[src/rtl/keypad_input_unit_pkg.sv]
// Shared types and constants for the keypad input unit.
// Key codes are {row, col} of the 4x4 matrix "123A/456B/789C/*0#D".
package keypad_input_unit_pkg;

  typedef enum logic [2:0] {
    KP_ST_IDLE     = 3'd0,
    KP_ST_SCAN     = 3'd1,
    KP_ST_DEBOUNCE = 3'd2,
    KP_ST_RELEASE  = 3'd3,
    KP_ST_DONE     = 3'd4
  } kp_state_t;

  localparam logic [3:0] KEY_1    = 4'h0;
  localparam logic [3:0] KEY_C    = 4'hB;
  localparam logic [3:0] KEY_STAR = 4'hC;
  localparam logic [3:0] KEY_0    = 4'hD;
  localparam logic [3:0] KEY_HASH = 4'hE;

  localparam logic [31:0] IO_KEYPAD_ADDR = 32'hFFFF_FC10;

  // {hit, row}: hit only when exactly one active-low row is asserted
  function automatic logic [2:0] row_hit(input logic [3:0] rows);
    logic [2:0] r;
    case (rows)
      4'b1110: r = 3'b100;
      4'b1101: r = 3'b101;
      4'b1011: r = 3'b110;
      4'b0111: r = 3'b111;
      default: r = 3'b000;
    endcase
    return r;
  endfunction

endpackage

[src/rtl/keypad_input_unit_scanner.sv]
// Column scanner with row synchroniser, debounce and release timing.
// Held at column 0 with a cleared counter while not enabled.
module keypad_scanner
  import keypad_input_unit_pkg::*;
#(
  parameter int SCAN_PERIOD_CYC = 50000,
  parameter int DEBOUNCE_CYC    = 500000
) (
  input  logic       clk,
  input  logic       rst_n,
  input  logic       i_scan_en,
  input  logic       i_scan_abort,
  input  logic [3:0] i_row,
  output logic [3:0] o_col,
  output logic       o_key_valid,
  output logic [3:0] o_key_code,
  output logic       o_released
);

  localparam int CMAX = (SCAN_PERIOD_CYC > DEBOUNCE_CYC) ?
                        SCAN_PERIOD_CYC : DEBOUNCE_CYC;
  localparam int CW = $clog2(CMAX + 1);
  localparam logic [CW-1:0] SP_LAST = CW'(SCAN_PERIOD_CYC - 1);
  localparam logic [CW-1:0] DB_LAST = CW'(DEBOUNCE_CYC - 1);

  logic [3:0]    r_sync1;
  logic [3:0]    r_sync2;
  kp_state_t     r_phase;
  logic [1:0]    r_col;
  logic [1:0]    r_row;
  logic [CW-1:0] r_cnt;
  logic          r_key_valid;
  logic [3:0]    r_code;
  logic          r_released;

  logic [2:0]    w_hit;
  logic [3:0]    w_hold_pat;
  logic [CW-1:0] w_cnt_inc;

  assign w_hit      = row_hit(r_sync2);
  assign w_hold_pat = ~(4'b0001 << r_row);
  assign w_cnt_inc  = (r_cnt == '1) ? r_cnt : r_cnt + 1'b1;

  assign o_col       = ~(4'b0001 << r_col);
  assign o_key_valid = r_key_valid;
  assign o_key_code  = r_code;
  assign o_released  = r_released;

  // two-flop synchroniser on the raw rows
  always_ff @(posedge clk or negedge rst_n) begin
    if (!rst_n) begin
      r_sync1 <= 4'hF;
      r_sync2 <= 4'hF;
    end else begin
      r_sync1 <= i_row;
      r_sync2 <= r_sync1;
    end
  end

  // scan / debounce / release sequencing
  always_ff @(posedge clk or negedge rst_n) begin
    if (!rst_n) begin
      r_phase     <= KP_ST_SCAN;
      r_col       <= 2'd0;
      r_row       <= 2'd0;
      r_cnt       <= '0;
      r_key_valid <= 1'b0;
      r_code      <= 4'h0;
      r_released  <= 1'b0;
    end else begin
      r_key_valid <= 1'b0;
      r_released  <= 1'b0;
      if (!i_scan_en || i_scan_abort) begin
        r_phase <= KP_ST_SCAN;
        r_col   <= 2'd0;
        r_cnt   <= '0;
      end else begin
        unique case (r_phase)
          KP_ST_SCAN: begin
            if (r_cnt >= SP_LAST) begin
              r_cnt <= '0;
              if (w_hit[2]) begin
                r_row   <= w_hit[1:0];
                r_phase <= KP_ST_DEBOUNCE;
              end else begin
                r_col <= r_col + 2'd1;
              end
            end else begin
              r_cnt <= w_cnt_inc;
            end
          end
          KP_ST_DEBOUNCE: begin
            if (r_sync2 != w_hold_pat) begin
              r_cnt   <= '0;
              r_phase <= KP_ST_SCAN;
            end else if (r_cnt >= DB_LAST) begin
              r_cnt       <= '0;
              r_key_valid <= 1'b1;
              r_code      <= {r_row, r_col};
              r_phase     <= KP_ST_RELEASE;
            end else begin
              r_cnt <= w_cnt_inc;
            end
          end
          KP_ST_RELEASE: begin
            if (r_sync2 != 4'hF) begin
              r_cnt <= '0;
            end else if (r_cnt >= DB_LAST) begin
              r_cnt      <= '0;
              r_released <= 1'b1;
              r_phase    <= KP_ST_SCAN;
            end else begin
              r_cnt <= w_cnt_inc;
            end
          end
          default: begin
            r_cnt   <= '0;
            r_phase <= KP_ST_SCAN;
          end
        endcase
      end
    end
  end

endmodule

[src/rtl/keypad_input_unit.sv]
// Keypad read unit: handshake with MEM, binary digit accumulator,
// confirm/abort handling; scanning lives in keypad_scanner.
module keypad_input_unit
  import keypad_input_unit_pkg::*;
#(
  parameter int DATA_WIDTH      = 32,
  parameter int SCAN_PERIOD_CYC = 50000,
  parameter int DEBOUNCE_CYC    = 500000
) (
  input  logic                  clk,
  input  logic                  rst_n,
  input  logic                  input_enable,
  input  logic [3:0]            row_in,
  output logic [3:0]            col_out,
  output logic [DATA_WIDTH-1:0] input_data,
  output logic                  input_done,
  output logic                  input_busy,
  output logic [5:0]            bit_count,
  output logic [DATA_WIDTH-1:0] display_value
);

  localparam logic [5:0] MAX_BITS = 6'(DATA_WIDTH);

  kp_state_t             r_state;
  logic [DATA_WIDTH-1:0] r_acc;
  logic [5:0]            r_bits;
  logic                  r_confirm;
  logic [DATA_WIDTH-1:0] r_data;
  logic                  r_done;
  logic                  r_busy;

  logic                  w_scan_en;
  logic                  w_abort;
  logic                  w_key_valid;
  logic [3:0]            w_code;
  logic                  w_released;

  assign w_scan_en = (r_state == KP_ST_SCAN);
  assign w_abort   = w_scan_en && !input_enable;

  keypad_scanner #(
    .SCAN_PERIOD_CYC (SCAN_PERIOD_CYC),
    .DEBOUNCE_CYC    (DEBOUNCE_CYC)
  ) u_scanner (
    .clk          (clk),
    .rst_n        (rst_n),
    .i_scan_en    (w_scan_en),
    .i_scan_abort (w_abort),
    .i_row        (row_in),
    .o_col        (col_out),
    .o_key_valid  (w_key_valid),
    .o_key_code   (w_code),
    .o_released   (w_released)
  );

  assign input_data    = r_data;
  assign input_done    = r_done;
  assign input_busy    = r_busy;
  assign bit_count     = r_bits;
  assign display_value = r_acc;

  // read handshake FSM and key execution
  always_ff @(posedge clk or negedge rst_n) begin
    if (!rst_n) begin
      r_state   <= KP_ST_IDLE;
      r_acc     <= '0;
      r_bits    <= 6'd0;
      r_confirm <= 1'b0;
      r_data    <= '0;
      r_done    <= 1'b0;
      r_busy    <= 1'b0;
    end else begin
      r_done <= 1'b0;
      unique case (r_state)
        KP_ST_IDLE: begin
          if (input_enable) begin
            r_acc     <= '0;
            r_bits    <= 6'd0;
            r_confirm <= 1'b0;
            r_busy    <= 1'b1;
            r_state   <= KP_ST_SCAN;
          end
        end
        KP_ST_SCAN: begin
          if (!input_enable) begin
            r_busy  <= 1'b0;
            r_state <= KP_ST_IDLE;
          end else if (w_released && r_confirm) begin
            r_busy  <= 1'b0;
            r_done  <= 1'b1;
            r_data  <= r_acc;
            r_state <= KP_ST_DONE;
          end else if (w_key_valid) begin
            unique case (1'b1)
              (w_code == KEY_1): begin
                if (r_bits < MAX_BITS) begin
                  r_acc  <= {r_acc[DATA_WIDTH-2:0], 1'b1};
                  r_bits <= r_bits + 6'd1;
                end
              end
              (w_code == KEY_0): begin
                if (r_bits < MAX_BITS) begin
                  r_acc  <= {r_acc[DATA_WIDTH-2:0], 1'b0};
                  r_bits <= r_bits + 6'd1;
                end
              end
              (w_code == KEY_STAR): begin
                if (r_bits != 6'd0) begin
                  r_acc  <= {1'b0, r_acc[DATA_WIDTH-1:1]};
                  r_bits <= r_bits - 6'd1;
                end
              end
              (w_code == KEY_C): begin
                r_acc  <= '0;
                r_bits <= 6'd0;
              end
              (w_code == KEY_HASH): r_confirm <= 1'b1;
              default: ;
            endcase
          end
        end
        KP_ST_DONE: r_state <= KP_ST_IDLE;
        default:    r_state <= KP_ST_IDLE;
      endcase
    end
  end

endmodule

[config.mk]
export PLATFORM = sky130hd
export DESIGN_NAME = keypad_input_unit
export DESIGN_NICKNAME = d
export VERILOG_FILES = /design/src/rtl/keypad_input_unit_pkg.sv /design/src/rtl/keypad_input_unit_scanner.sv /design/src/rtl/keypad_input_unit.sv
export SDC_FILE = /design/constraint.sdc
export NUM_CORES = 1
export LEC_CHECK = 0
export CAP_MARGIN = 20
export CORE_MARGIN = 3
export CORE_UTILIZATION = 42
export CTS_CLUSTER_DIAMETER = 30
export DETAILED_ROUTE_END_ITERATION = 6
export GPL_ROUTABILITY_DRIVEN = 0
export MAX_ROUTING_LAYER = met4
export PLACE_DENSITY = 0.7
export SLEW_MARGIN = 0
export SYNTH_ARGS = -nofsm -noshare
export SYNTH_HDL_FRONTEND = slang
export SYNTH_SLANG_ARGS = --single-unit
[constraint.sdc]
create_clock -name clk -period 4.1 [get_ports clk]
set_clock_uncertainty 0.2 [all_clocks]
set_input_delay 0.615 -clock clk [delete_from_list [all_inputs] [get_ports clk]]
set_output_delay 0.615 -clock clk [all_outputs]
set_load 0.005 [all_outputs]
# Yosys cells after proc, flatten, opt, wreduce, memory -nomap -nowiden
# Cells that the tools add are included.
dict set report op_classes {
  add_sub_neg 4
  order_cmp 3
  n_eq_ne 33
  n_shift 2
  mux 61
  bitwise 4
  n_reduce_logical 22
}
# cell count
set op_table {}
lappend op_table {{$mux W32} 7}
lappend op_table {{$pmux W32 S4} 1}
lappend op_table {{$mux W19} 6}
lappend op_table {{$pmux W32 S2} 1}
lappend op_table {{$pmux W19 S3} 1}
lappend op_table {{$mux W6} 6}
lappend op_table {{$mux W3} 10}
lappend op_table {{$eq A4 B4 Y1 const B} 7}
lappend op_table {{$add A19 B1 Y19 const B} 1}
lappend op_table {{$eq A19 B19 Y1 const B} 1}
lappend op_table {{$ge A19 B16 Y1 const B} 1}
lappend op_table {{$ge A19 B19 Y1 const B} 1}
lappend op_table {{$mux W1} 18}
lappend op_table {{$pmux W6 S3} 1}
lappend op_table {{$ne A3 B3 Y1 const B} 5}
lappend op_table {{$ne A2 B2 Y1 const B} 6}
lappend op_table {{$pmux W3 S4} 1}
lappend op_table {{$pmux W6 S2} 1}
lappend op_table {{$ne A3 B1 Y1 const B} 3}
lappend op_table {{$pmux W3 S3} 1}
lappend op_table {{$reduce_and A3 Y1} 3}
lappend op_table {{$reduce_and A9 Y1} 1}
lappend op_table {{$mux W2} 4}
lappend op_table {{$ne A4 B4 Y1 const B} 2}
lappend op_table {{other kinds (29)} 40}
dict set report word_totals {
  reg_bits 116
}

# Longest topological paths before layout
# Gate-level depths: netlist of the first run.
dict set report depth {
  ltp_word 7
  depth_mapped 10
  mapped_depth_nobuf 8
}

# Modules after synthesis
# From an unflattened synthesis of the first run, not the netlist that was laid out.
dict set report unflattened {
  hier_cells 584
  hier_area_um2 5736.8
}
# mod instances cells_per_inst area_per_inst_um2
set modules_own_cells {}
lappend modules_own_cells {keypad_input_unit 1 373 3632.2}
lappend modules_own_cells {keypad_scanner 1 211 2104.5}

# Worst setup path after synthesis of the first run
# No wires, ideal clock.
dict set report synth_path {
  path_kind {register to register}
  start {reg u_scanner.r_code[1], in the netlist u_scanner.o_key_code[1]}
  end {reg r_bits[5], in the netlist bit_count[5]}
  setup_time_ns 0.083
  t_arrival_ns 2.594
  required_ns 3.817
  setup_slack_ns 1.223
  path_stages_with_launch 11
  n_path_buf 2
  path_cell_list {dfrtp_1 > nor4bb_1 > clkbuf_1 > clkbuf_1 > ha_1 > a211oi_1 > o21bai_1 > a21oi_1 > xor2_1 > or3_1 > o21ai_0}
}
dict set report synth_between {
  elab_chain_cells 7
  elab_cells_between_ends 14
  cone_classes {6 x eq/ne; 5 x mux; 3 x reduce/logical}
}
# item line_no
set synth_rtl {}
lappend synth_rtl {{start, declared} keypad_input_unit_scanner.sv:33} ;# logic [3:0] r_code;
lappend synth_rtl {{start signal, assigned} keypad_input_unit_scanner.sv:99} ;# r_code <= {r_row, r_col};
lappend synth_rtl {{$eq A4 B4 Y1 or $logic_not A4 Y1 (tied branches)} {keypad_input_unit.sv:101, keypad_input_unit.sv:95}}
lappend synth_rtl {{$reduce_or A2 Y1 (no source line)} -}
lappend synth_rtl {{$pmux W6 S3} keypad_input_unit.sv:94} ;# unique case (1'b1)
lappend synth_rtl {{$mux W6} keypad_input_unit.sv:93} ;# end else if (w_key_valid) begin
lappend synth_rtl {{$mux W6} keypad_input_unit.sv:88} ;# end else if (w_released && r_confirm) begin
lappend synth_rtl {{$mux W6} keypad_input_unit.sv:85} ;# if (!input_enable) begin
lappend synth_rtl {{$pmux W6 S2} keypad_input_unit.sv:74} ;# unique case (r_state)
lappend synth_rtl {{end signal, assigned} keypad_input_unit.sv:98} ;# r_bits <= r_bits + 6'd1;
lappend synth_rtl {{end signal, assigned} keypad_input_unit.sv:104} ;# r_bits <= r_bits + 6'd1;
lappend synth_rtl {{end signal, assigned} keypad_input_unit.sv:110} ;# r_bits <= r_bits - 6'd1;
lappend synth_rtl {{end, declared} keypad_input_unit.sv:26} ;# logic [5:0] r_bits;
# Parallel ways exist; a longest one is shown, timed or not. The select of a mux whose other input is x is not followed.
# A chain may end at the register's enable or synchronous reset.

# Final worst setup path of the first run
dict set report layout_path {
  start {reg u_scanner.r_code[3], in the netlist u_scanner.o_key_code[3]}
  end {reg r_bits[5], in the netlist bit_count[5]}
}
# The elaborated chain is that of the path after synthesis.

==> qor.yml, run 1 <==
status:
  status: "complete, no violations"
grt:
  grt-ovfl-total: 0
  grt_pass1_vias: 4136
  grt_use_total_pct: 18.2
  grt_pass1_wl_um: 20800
  antenna_found_initial: 0
  grt_max_degree: 75
cts:
  clk_path_buf_depth: 2
  cts_tree: "yes"
  clkTransAtPathRegs_ns: 0.06
  cts_resized: 0
  clk_latency_ns: 0.41
  cts_setup_buffers: 0
  cts_made_buffers: 17
  cts_hold_buf: 0
  clkSinkCount: 114
  htreeDepth: 4
  cts_root_buf: "clkbuf_16"
finish:
  nNetsFinal: 610
  fin_cells: 774
  final_area_mm2: 0.00714
  syn_to_final_growth_pct: 30.0
  drive_gt1_share_pct: 16.6
  diodes: 0
  fin_util_pct: 56.2
setup_path:
  critical-path-max-stage-delay_ns: 0.50
  path_cells: "nor4bb_4, buf_4, ha_1, a211oi_1, o21bai_1, a21oi_1, xor2_1, or3_1, o21ai_0"
  crit_type: "flip-flop to flip-flop"
  cp.required_ns: 4.23
  cp.arrival_ns: 3.08
  crit_fanout: 37
  crit_path_end_kind: "flip-flop"
  reg2reg_depth: 9
  cpMaxStageDelayCell: "dfrtp_1"
  cp-start-kind: "flip-flop"
floorplan:
  chipHeight_um: 120
  initial_core_util_pct: 43.2
  dieArea_mm2: 0.0145
  io_pins: 83
  rows: 41
  die_w_um: 120
  core_area_mm2: 0.0127
route:
  antenna_left: 0
  drc: 0
  drtIter0Drc: 191
  drt_pass1_iterations: 5
  viasPerCell: 5.44
  wl_um: 12000
  vias: 4210
  wire_per_inst_um: 15.5
synth:
  ys_top_cells_by_area: "dfrtp_1 48%, mux2_2 7.0%, o31ai_1 4.6%"
  synth_cells: 513
  synthArstFlopShare_pct: 100
  yosysMostFrequentCell: "dfrtp_1"
  synth_edf_count: 0
  syn_nets: 534
  syn_area_mm2: 0.00550
  synth_area_leader_cell: "dfrtp_1"
  syn_avg_cell_area_um2: 10.7
  synth_top_area_share_pct: 47.8
  ys_seq_area_share_pct: 52.1
  yosysWarningCount: 0
  yosysUniqueCellTypes: 52
  yosys-top-cells-count: "105 x dfrtp_1, 59 x nand2_1, 45 x nor2_1"
  synth_flop_cell: "dfrtp_1"
  ys_ff_latch: 114
pwr:
  p_seq_share_pct: 41.4
  internal_power_mw: 2.18
  pwr-share-clk_pct: 54.7
  p_switching_uw: 623
  p_leak_nw: 3.03
  peakVddDrop_mv: 0.369
  comb_power_share_pct: 3.9
  power-per-cell-area_mw_per_mm2: 393
  switching_share_pct: 22.2
  power.total_mw: 2.80
sta:
  tns_ns: 0
  max_freq_mhz: 339
  period_share_pct: 71.9
  setup_slack_ns: 1.15
  fin_hold_ws_ns: 0.101
  worst_pin_slew_ns: 0.900
  finalHoldViolations: 0
  setup_viol: 0
  timing.final.crit_period_ns: 2.95
  relSlewSlack_pct: 39.9
  finalMaxSlewViolations: 0
  rsz0062_at_grt: "no"
placement:
  hpwl_um: 8090
  postPlaceCellArea_mm2: 0.00650
  place_ws_ns: 0.990
  dpl.cell_count: 741
  io_buffers: 82
job:
  max-cap-violations: 0
worst_hold_path:
  min_path_type: "input port to async pin"
final timing paths:
check / from / endpoint / slack [ns]
min in group clk: u_scanner.r_sync1[2] / u_scanner.r_sync2[2] / 0.15
min: rst_n / input_data[27] / 0.10
max in group asynchronous: rst_n / u_scanner.r_sync2[0] / 2.70
max: u_scanner.o_key_code[3] / bit_count[5] / 1.15
min reg2reg: u_scanner.r_sync1[2] / u_scanner.r_sync2[2] / 0.15
max reg2reg: u_scanner.o_key_code[3] / bit_count[5] / 1.15
power by group through the flow:
stage | clock network [mW] | logic, mW | registers (mW)
global route | 1.62 | 0.123 | 1.16
detailed placement | 0 | 0.109 | 1.18
global placement | 0 | 0.106 | 1.18
finish | 1.53 | 0.109 | 1.16
floorplan | 0 | 0.0551 | 1.17
CTS | 1.56 | 0.110 | 1.16
cell usage in the layout, fill, tap and decap left out, types with 4 or more instances in the layout:
| cell | synthesis | layout |
|---|---|---|
| nor2_1 | 45 | 43 |
| xor2_1 | 6 | 6 |
| mux2_2 | 34 | 34 |
| clkbuf_16 | 0 | 17 |
| a21oi_1 | 13 | 13 |
| nand2_1 | 59 | 59 |
| dfstp_2 | 9 | 9 |
| a31oi_1 | 4 | 4 |
| buf_4 | 0 | 5 |
| or3_1 | 5 | 5 |
| nand3_1 | 9 | 9 |
| nand4b_1 | 4 | 4 |
| o31ai_1 | 34 | 34 |
| o21ai_0 | 12 | 11 |
| a211oi_1 | 11 | 11 |
| clkinv_4 | 0 | 6 |
| nor3_1 | 6 | 6 |
| inv_1 | 15 | 15 |
| xnor2_1 | 13 | 13 |
| nor4_1 | 6 | 6 |
| ha_1 | 13 | 13 |
| clkdlybuf4s50_1 | 0 | 81 |
| dfrtp_1 | 105 | 105 |
| mux2i_1 | 4 | 4 |
| a22oi_1 | 31 | 31 |
| nand4_1 | 6 | 6 |
sequential cells by signal, indices dropped and copies added (netlist names):
name,cells
display_value,32
input_data,32
u_scanner.r_cnt,19
bit_count,6
u_scanner.o_key_code,4
u_scanner.r_sync1,4
u_scanner.r_sync2,4
r_state,2
u_scanner.r_col,2
u_scanner.r_phase,2
u_scanner.r_row,2
input_busy,1
input_done,1
r_confirm,1
u_scanner.o_key_valid,1
u_scanner.o_released,1
worst max-delay path: cells and delay by family (launching register included):
family	cells	cell delay [ns]
AOI/OAI and AO/OA	4	0.69
xor gates and xnor gates	1	0.10
adders and majority gates	1	0.32
buffers and inverters	1	0.40
DFF	1	0.50
and+or+nand+nor	2	0.64
cell families after synthesis:
group,count (synthesis),synth area share (%)
compound gates,119,15.5
buf+inv,47,3.60
simple gates,159,13.9
fa+ha+maj,14,3.32
xor+xnor,19,3.03
flops,114,52.1
mux,41,8.51
metal layers:
| metal | part of all wire, % | global-route usage [%] | wire length (um) |
|---|---|---|---|
| met5 | 0 | - | 0 |
| met4 | 0.77 | 5.59 | 93 |
| met3 | 5.4 | 4.91 | 644 |
| met2 | 49 | 29.0 | 5890 |
| met1 | 45 | 22.8 | 5380 |
area by class of cell:
cell class                 instances  area (um2)
clock inverter                    13         176
clock buffer                      19         453
multi-input combinational        352        2470
tap                              172         215
fill                            1115        5580
timing repair buffer              89         911
sequential                       114        2860
inverter                          15        56.3
(Power assumes the default switching activity.)
==> run 2, diff against run 1 <==
--- a/config.mk
+++ b/config.mk
@@ -12,7 +12,7 @@
 export DETAILED_ROUTE_END_ITERATION = 6
 export GPL_ROUTABILITY_DRIVEN = 0
 export MAX_ROUTING_LAYER = met4
-export PLACE_DENSITY = 0.7
+export PLACE_DENSITY = 0.72
 export SLEW_MARGIN = 0
 export SYNTH_ARGS = -nofsm -noshare
 export SYNTH_HDL_FRONTEND = slang
==> constraint.sdc (replaced) <==
create_clock -name clk -period 2.5 [get_ports clk]
set_clock_uncertainty 0.2 [all_clocks]
set_input_delay 0.375 -clock clk [delete_from_list [all_inputs] [get_ports clk]]
set_output_delay 0.375 -clock clk [all_outputs]
set_load 0.005 [all_outputs]
==> qor.yml, run 2 (synthesized netlist as in run 1, its figures left out) <==
finish:
  seqCellArea_mm2: 0.00286  # unchanged
  nFillCells: 1085  # -2.7%
  multi_input_area_mm2: 0.00252  # +2.0%
  final_area_mm2: 0.00744  # +4.1%
  fin_cells: 800  # +3.4%
  final_common_cell: "dfrtp_1"
  diodes: 0  # unchanged
  syn_to_final_growth_pct: 35.3
  fin_util_pct: 58.5  # +2.3 points
  layout_common_cells: "105 x dfrtp_1, 81 x clkdlybuf4s50_1, 59 x nand2_1"
  drive_gt1_share_pct: 20.7  # +4.1 points
  nNetsFinal: 637  # +4.4%
route:
  vias: 4329  # +2.8%
  drc: 0  # unchanged
  antenna_left: 0  # unchanged
  wire_per_inst_um: 15.5  # -0.30%
  viasPerCell: 5.41  # -0.52%
  drt_pass1_iterations: 4  # -1
  wl_um: 12400  # +3.0%
  drtIter0Drc: 295  # +54%
setup_path:
  crit_type: "flip-flop to flip-flop"
  crit_path_end_kind: "flip-flop"
  crit_fanout: 5  # -86%
  cp.arrival_ns: 2.59  # -0.49 ns
  cp-start-kind: "flip-flop"
  cp.required_ns: 2.59  # -1.64 ns
worst_hold_path:
  min_path_type: "flip-flop to flip-flop"
sta:
  max_freq_mhz: 401  # +18%
  worst_pin_slew_ns: 0.647  # -0.253 ns
  timing.final.crit_period_ns: 2.50  # -0.454 ns
  rsz0062_at_grt: "yes"
  period_share_pct: 99.8  # +28 points
  fin_hold_ws_ns: 0.152  # +0.0510 ns
  setup_viol: 0  # unchanged
  relSlewSlack_pct: 56.5  # +17 points
  finalHoldViolations: 0  # unchanged
  finalMaxSlewViolations: 0  # unchanged
cts:
  clkSinkCount: 114  # unchanged
  clk_latency_ns: 0.41  # about the same
  clk_path_buf_depth: 2  # unchanged
  htreeDepth: 4  # unchanged
  cts_root_buf: "clkbuf_16"
  clkTransAtPathRegs_ns: 0.05  # about the same
  cts_made_buffers: 17  # unchanged
  cts_tree: "yes"
pwr:
  p_leak_nw: 3.18  # +5.0%
  peakVddDrop_mv: 0.652  # +77%
  power-per-cell-area_mw_per_mm2: 628  # +60%
  power.total_mw: 4.67  # +67%
grt:
  grt_max_degree: 50  # -33%
  antenna_found_initial: 0  # unchanged
  grt_use_total_pct: 18.4  # +0.25 points
  grt-ovfl-total: 0  # unchanged
  grt_pass1_vias: 4393  # +6.2%
  grt_pass1_wl_um: 21000  # +1.1%
floorplan:
  die_w_um: 120  # unchanged
  dieArea_mm2: 0.0145  # unchanged
  core_area_mm2: 0.0127  # unchanged
  chipHeight_um: 120  # unchanged
  io_pins: 83  # unchanged
  rows: 41  # unchanged
  initial_core_util_pct: 43.2  # unchanged
placement:
  postPlaceCellArea_mm2: 0.00671  # +3.3%
  dpl.cell_count: 763  # +3.0%
  io_buffers: 82  # unchanged
  hpwl_um: 8780  # +8.5%
job:
  max-cap-violations: 0  # unchanged
status:
  status: "complete, no violations"
run 2: cell count changes in the layout (fill, tap and decap cells not counted), moves of 2 or more:
| cell | before | now |
|---|---|---|
| a211oi_2 | 0 | 2 |
| clkbuf_1 | 0 | 2 |
| buf_12 | 1 | 5 |
| a211oi_1 | 11 | 9 |
| inv_6 | 3 | 0 |
| clkinv_4 | 6 | 2 |
| clkbuf_8 | 2 | 4 |
| buf_4 | 5 | 28 |
run 2: area by class of cell:
cell class	instances	area share, %
Clock buffer	23	6.56
Clock inverter	8	2.02
Inverter	15	0.757
Multi-Input combinational cell	352	33.8
Sequential cell	114	38.5
Tap cell	172	2.89
Timing Repair Buffer	116	15.4
run 2: repair_timing:
action / CTS / global route
setup buffers: 0 / 5
hold endpoints to repair: 38 / 0
gates resized for setup: 1 / 8
hold buffers: 1 / 0
pin swaps: 0 / 4
setup endpoints to repair: 1 / 57
run 2: stage by stage:
stage	setup WS [ns]	TNS, ns
floorplan	-0.00864	-0.0301
global placement	0.0463	0
detailed placement	0.00300	0
CTS	0.000162	0
global route	-0.0960	-0.624
finish	0.00460	0
run 2: path summary, 6_finish.rpt:
path	startpoint	endpoint	slack, ns	cells after the start
max in group asynchronous	rst_n	input_data[5]	0.98	3
hold / removal	u_scanner.r_sync1[1]	u_scanner.r_sync2[1]	0.15	0
setup reg to reg	u_scanner.r_cnt[7]	u_scanner.o_key_code[3]	0.005	6
setup / recovery	u_scanner.r_cnt[7]	u_scanner.o_key_code[3]	0.005	6
min in group asynchronous	rst_n	input_data[26]	0.34	2
hold reg to reg	u_scanner.r_sync1[1]	u_scanner.r_sync2[1]	0.15	0
run 2: power by group:
| part | switching, mW | internal, mW |
|---|---|---|
| Combinational | 0.119 | 0.0788 |
| Clock | 0.798 | 1.77 |
| Sequential | 0.0303 | 1.88 |
| Total | 0.948 | 3.72 |
run 2: worst max-delay path, cell delays in order, from the launching register on:
cell and delay [ns]:
dfrtp_1 0.37, or4_4 0.54, or4_4 0.44, o2111ai_4 0.14, nand2_4 0.09, nor3_4 0.27
mux2_4 0.33
run 2: routing by layer:
layer	vias up	track usage, %	part of all wire (%)	routed length, um
met4	0	6.59	1.1	134
met5	-	-	0	0
met2	97	30.8	53	6500
met3	14	5.29	4.9	603
met1	2151	21.4	42	5130
li1	2067	-	-	-
==> run 3, diff against run 2 <==
--- a/config.mk
+++ b/config.mk
@@ -13,7 +13,6 @@
 export GPL_ROUTABILITY_DRIVEN = 0
 export MAX_ROUTING_LAYER = met4
 export PLACE_DENSITY = 0.72
-export SLEW_MARGIN = 0
 export SYNTH_ARGS = -nofsm -noshare
 export SYNTH_HDL_FRONTEND = slang
 export SYNTH_SLANG_ARGS = --single-unit
==> results of run 3 <==
No change in the layout: final DEF, timing and power equal those of run 2.
